$ cat config.mk
export PLATFORM = sky130hd
export DESIGN_NAME = pipe_stage_hs
export DESIGN_NICKNAME = d
export VERILOG_FILES = /design/src/rtl/pipe_stage_hs.sv
export SDC_FILE = /design/constraint.sdc
export NUM_CORES = 1
export LEC_CHECK = 0
export CORE_MARGIN = 8
export CORE_UTILIZATION = 44
export CTS_BUF_LIST = sky130_fd_sc_hd__clkbuf_4
export DETAILED_ROUTE_END_ITERATION = 10
export PLACE_DENSITY = 0.95
export SYNTH_ARGS = -nofsm -noshare
export SYNTH_HDL_FRONTEND = slang
export SYNTH_SLANG_ARGS = --single-unit
export TNS_END_PERCENT = 100
$ cat constraint.sdc
create_clock -name clk -period 3.7 [get_ports clk]
set_clock_uncertainty 0.15 [all_clocks]
set_input_delay 0.555 -clock clk [delete_from_list [all_inputs] [get_ports clk]]
set_output_delay 0.555 -clock clk [all_outputs]
set_load 0.005 [all_outputs]
$ cat src/rtl/pipe_stage_hs.sv
// Valid/ready pipeline stage with a main register and an optional skid register.
// Define PIPE_STAGE_HS_SKID_EN to build the skid register; otherwise a single-entry stage.
module pipe_stage_hs #(
    parameter int unsigned            WIDTH      = 96,
    parameter logic [WIDTH-1:0]       BUBBLE_VAL = {WIDTH{1'b0}}
) (
    input  logic             clk,
    input  logic             reset,
    input  logic             en,
    input  logic             flush,
    input  logic             in_valid,
    output logic             in_ready,
    input  logic [WIDTH-1:0] in_data,
    output logic             out_valid,
    input  logic             out_ready,
    output logic [WIDTH-1:0] out_data,
    output logic [1:0]       occupancy
);

    logic             m_valid, m_valid_n;
    logic [WIDTH-1:0] m_data, m_data_n;
    logic             accept, consume;

    assign consume   = m_valid && out_ready && en;
    assign accept    = in_valid && in_ready;
    assign out_valid = m_valid;
    assign out_data  = m_data;

`ifdef PIPE_STAGE_HS_SKID_EN
    logic             s_valid, s_valid_n;
    logic [WIDTH-1:0] s_data, s_data_n;
    logic [1:0]       occ_q;

    // in_ready deliberately ignores out_ready so upstream sees a registered-only path
    assign in_ready  = en && !s_valid;
    assign occupancy = occ_q;

    always_comb begin
        m_valid_n = m_valid;
        m_data_n  = m_data;
        s_valid_n = s_valid;
        s_data_n  = s_data;
        if (consume) begin
            if (s_valid) begin
                m_data_n  = s_data;
                s_valid_n = 1'b0;
            end else if (accept) begin
                m_data_n  = in_data;
            end else begin
                m_valid_n = 1'b0;
            end
        end else if (accept) begin
            if (!m_valid) begin
                m_valid_n = 1'b1;
                m_data_n  = in_data;
            end else begin
                s_valid_n = 1'b1;
                s_data_n  = in_data;
            end
        end
    end

    always_ff @(posedge clk) begin
        if (!reset || flush) begin
            m_valid <= 1'b0;
            m_data  <= BUBBLE_VAL;
            s_valid <= 1'b0;
            s_data  <= BUBBLE_VAL;
            occ_q   <= '0;
        end else begin
            m_valid <= m_valid_n;
            m_data  <= m_data_n;
            s_valid <= s_valid_n;
            s_data  <= s_data_n;
            occ_q   <= {1'b0, m_valid_n} + {1'b0, s_valid_n};
        end
    end
`else
    assign in_ready  = en && (!m_valid || out_ready);
    assign occupancy = {1'b0, m_valid};

    always_comb begin
        m_valid_n = m_valid;
        m_data_n  = m_data;
        if (accept) begin
            m_valid_n = 1'b1;
            m_data_n  = in_data;
        end else if (consume) begin
            m_valid_n = 1'b0;
        end
    end

    always_ff @(posedge clk) begin
        if (!reset || flush) begin
            m_valid <= 1'b0;
            m_data  <= BUBBLE_VAL;
        end else begin
            m_valid <= m_valid_n;
            m_data  <= m_data_n;
        end
    end
`endif

endmodule

# Word-level counts from Yosys, hierarchy flattened
# Index checks and enable logic that the tools add are counted.
# W data, S select, Z words.
dict set report classes {
  n_reduce_logical 9
  mux 2
}
# operator n
set ops {}
lappend ops {{$logic_and A1 B1 Y1} 4}
lappend ops {{$logic_not A1 Y1} 2}
lappend ops {{$logic_or A1 B1 Y1} 2}
lappend ops {{$mux W1} 2}
lappend ops {{$reduce_bool A2 Y1} 1}
dict set report totals {
  inputBits 102
  out_inout_bits 100
  ff_bits 97
}

# Depth between registers and ports, before layout
dict set report depth {
  depth_word 5
  mapped_depth 6
}

# Least setup slack after synthesis
# Ideal clock, no wire load.
dict set report synth_path {
  path_kind {input to register}
  startpoint {in out_ready}
  endpoint {reg m_data[57], in the netlist out_data[57]}
  path_buffers 3
  cell_stages 6
  setup_slack_ns 2.068
  t_required_ns 3.430
  arrival_time_ns 1.362
  setup_ns 0.120
  path_cell_list {nand2b_1 and3_4 buf_6 buf_6 buf_6 mux2i_1}
}
dict set report synth_between {
  elab_chain_cells 3
}
# element line
set synth_lines {}
lappend synth_lines {{start: declaration} 15} ;# input logic out_ready,
lappend synth_lines {{$logic_or A1 B1 Y1} 79} ;# assign in_ready = en && (!m_valid || out_ready);
lappend synth_lines {{$logic_and A1 B1 Y1} 79}
lappend synth_lines {{$logic_and A1 B1 Y1} 25} ;# assign accept = in_valid && in_ready;
lappend synth_lines {{end signal: assignment} 99} ;# m_data <= m_data_n;
lappend synth_lines {{end: declaration} 21} ;# logic [WIDTH-1:0] m_data, m_data_n;
# No other way between the ends.
# A chain may end at the register's enable or synchronous reset.

# Worst setup path after layout
dict set report layout_path {
  startpoint {in out_ready}
  endpoint {out in_ready}
}
dict set report layout_between {
  elab_chain_cells 2
}
# element line
set layout_lines {}
lappend layout_lines {{$logic_or A1 B1 Y1} 79}
lappend layout_lines {{$logic_and A1 B1 Y1} 79}
lappend layout_lines {{end: declaration} 12} ;# output logic in_ready,
# No other way between the ends.

==> results.ini <==
[synthesis]
synth.most_common_cell = nand2_1
ys_types = 13
synth_seq_cells = 97
synth_edf_count = 0
ys_top_cells_by_count = nand2_1, dfxtp_1, mux2i_1, buf_2
yosys.area.top_type = dfxtp_1
synth_ff_type = dfxtp_1
syn_area_per_cell_um2 = 9.08
ys.warnings.count = 0
synth.area.top_cells = dfxtp_1, mux2i_1, nand2_1
async_flop_share = 0
synthCells = 427
synth_area_um2 = 3880
seq_area_frac_synth = 0.501
yosys.area.top_type_share = 0.501
synth_nets = 529

[clock_network]
cts_tree = done
clock_latency_ns = 0.41
clockBufferDepth = 2
htreeDepth = 3
postCtsSetupBuffers = 0
cts_resized = 0
clockRootBuffer = clkbuf_4
cts_sinks = 97
clk_pin_slew_ns = 0.13
cts_buffers = 9
hold_buffers = 0

[power_and_ir_drop]
p_int_mw = 1.59
p_comb_frac = 0.139
p_switching_mw = 0.467
p_leak_nw = 2.19
ir_worst_vdd_v = 0.000207
power_density_nw_per_um2 = 341
totalPowerFinal_mw = 2.06
clockPowerShare = 0.336
p_seq_frac = 0.525
p_sw_frac = 0.227

[sta]
setup_tns_ns = 0
rsz0062_at_grt = false
setup_viol = 0
final_hold_viol_count = 0
worst_pin_slew_ns = 0.735
timing.final.crit_period_ns = 2.53
slew_viol_final = 0
max_slew_margin = 0.510
max_freq_ghz = 0.395
setup_ws_ns = 1.17
fin_crit_sh = 0.684

[drt]
drc_errors = 0
drt_iter0_markers = 109
wl_per_cell_um = 15.5
first_pass_iters = 4
vias = 3405
via_per_inst = 4.74
finalWirelength_mm = 11.1
antenna_violating_nets_post_route = 0

[worst_setup_path]
regToRegEndpoint = out_data[7]
worst-setup-path-type = in2out
endpoint_kind = primary output
r2r_cells = 4
cp.required_ns = 2.99
critPathMaxStageDelay_ns = 0.52
crit_path_start = out_ready
r2r_start = out_valid
reg2reg_slack_ns = 1.95
critical_path_buf_inv_count = 2
path_cells = clkdlybuf4s50_1, nand2b_1, and2_1, clkdlybuf4s50_1
crit_path_max_fanout = 2
slowest_stage = clkdlybuf4s50_1
cp_data_arrival_time_ns = 1.83
cp_common_cell = clkdlybuf4s50_1
startpoint_type = input pin
path_delay_family = buffers and inverters

[hold_path]
hold_depth = 2
min-delay-start = out_data[95]
hold_path_end = out_data[95]
hold_path_class = reg2reg

[cells_and_area]
layout.nets = 708
area_delta_synth_final_pct = 55.9
drive_gt1_frac = 0.0328
fill_cells = 677
multiInputGateArea_um2 = 1740
stdcell_count = 718
n_antenna_cell = 0
seq_area_um2 = 1940

[place]
dp_hpwl_mm = 8.37
io_buffers = 200
dp.cells = 703
pre_cts_ws_ns = 1.16
place_congestion = 0.710

[global_route]
grt_first_pass_wirelength_mm = 16.7
grt_usage = 0.175
overflow = 0
grt_pass1_vias = 3468
antenna_found_initial = 0
grt_max_degree = 195

[flow_run]
cap_violations = 0

[floorplanning]
floorplan.core_area_um2 = 8640
start_util = 0.449
row_count = 34
die-area_um2 = 12100
die_h_um = 110
ios = 202
die_w_um = 110

[status]
status = finished clean

kinds of logic after synthesis:
logic type | count (synthesis) | synth area share
other cells | 1 | 0.000967
mux | 96 | 0.248
compound gates | 1 | 0.00226
buf+inv | 35 | 0.0536
simple gates | 197 | 0.195
flops | 97 | 0.501
final cells by class:
cell class,count,area share
clock buffer,9,0.0112
sequential,97,0.321
tap,108,0.0224
timing repair buffer,203,0.339
multi-input combinational,295,0.287
clock inverter,6,0.0190
layout by cell type, fill, tap and decap left out, drive strengths merged:
cell	n
and2	1
and3	1
buf	3
bufinv	3
clkbuf	9
clkdlybuf4s50	200
clkinvlp	1
conb	1
dfxtp	97
inv	2
mux2i	96
nand2	193
nand2b	1
nor2b	1
o2bb2ai	1
sequential cells by signal, indices dropped and copies added, names as in the netlist:
signal	flops
out_valid	1
out_data	96
power groups by stage:
stage	Clock (mW)	Sequential, mW	Combinational (mW)
final	0.693	1.08	0.286
after global placement	0	1.10	0.281
after floorplan	0	1.11	0.117
after global routing	0.762	1.09	0.308
after CTS	0.719	1.08	0.289
after detailed placement	0	1.10	0.287
how the worst max path moves through the flow:
stage / to / slack (ns) / cells after the start
CTS: in_ready / 1.16 / 4
floorplan: out_data[57] / 2.07 / 6
detailed placement: in_ready / 1.16 / 4
finish: in_ready / 1.17 / 4
global route: in_ready / 1.13 / 4
global placement: in_ready / 1.22 / 4
tightest hold or removal path: stages (launching register included):
cell and delay, ns:
dfxtp_1 0.33, nand2_1 0.05, mux2i_1 0.05
layer usage:
| layer | wire length, um | vias up | part of all wire | global-route usage |
|---|---|---|---|---|
| met3 | 1190 | 25 | 0.11 | 0.0791 |
| met2 | 5570 | 127 | 0.50 | 0.308 |
| met4 | 305 | 0 | 0.027 | 0.0762 |
| met5 | 0 | - | 0 | 0 |
| li1 | - | 1716 | - | - |
| met1 | 4060 | 1537 | 0.36 | 0.174 |
per-stage QoR:
stage | instance area [um^2] | utilization | hold slack [ns]
6_report | 6040 | 0.700 | 0.315
5_1_grt | 6040 | 0.700 | 0.333
4_1_cts | 6040 | 0.700 | 0.319
3_5_place_dp | 5860 | 0.679 | 0.297
3_3_place_gp | 5860 | 0.679 | 0.291
2_1_floorplan | 3880 | - | 0.301
Power figures use the tool's default switching activity.
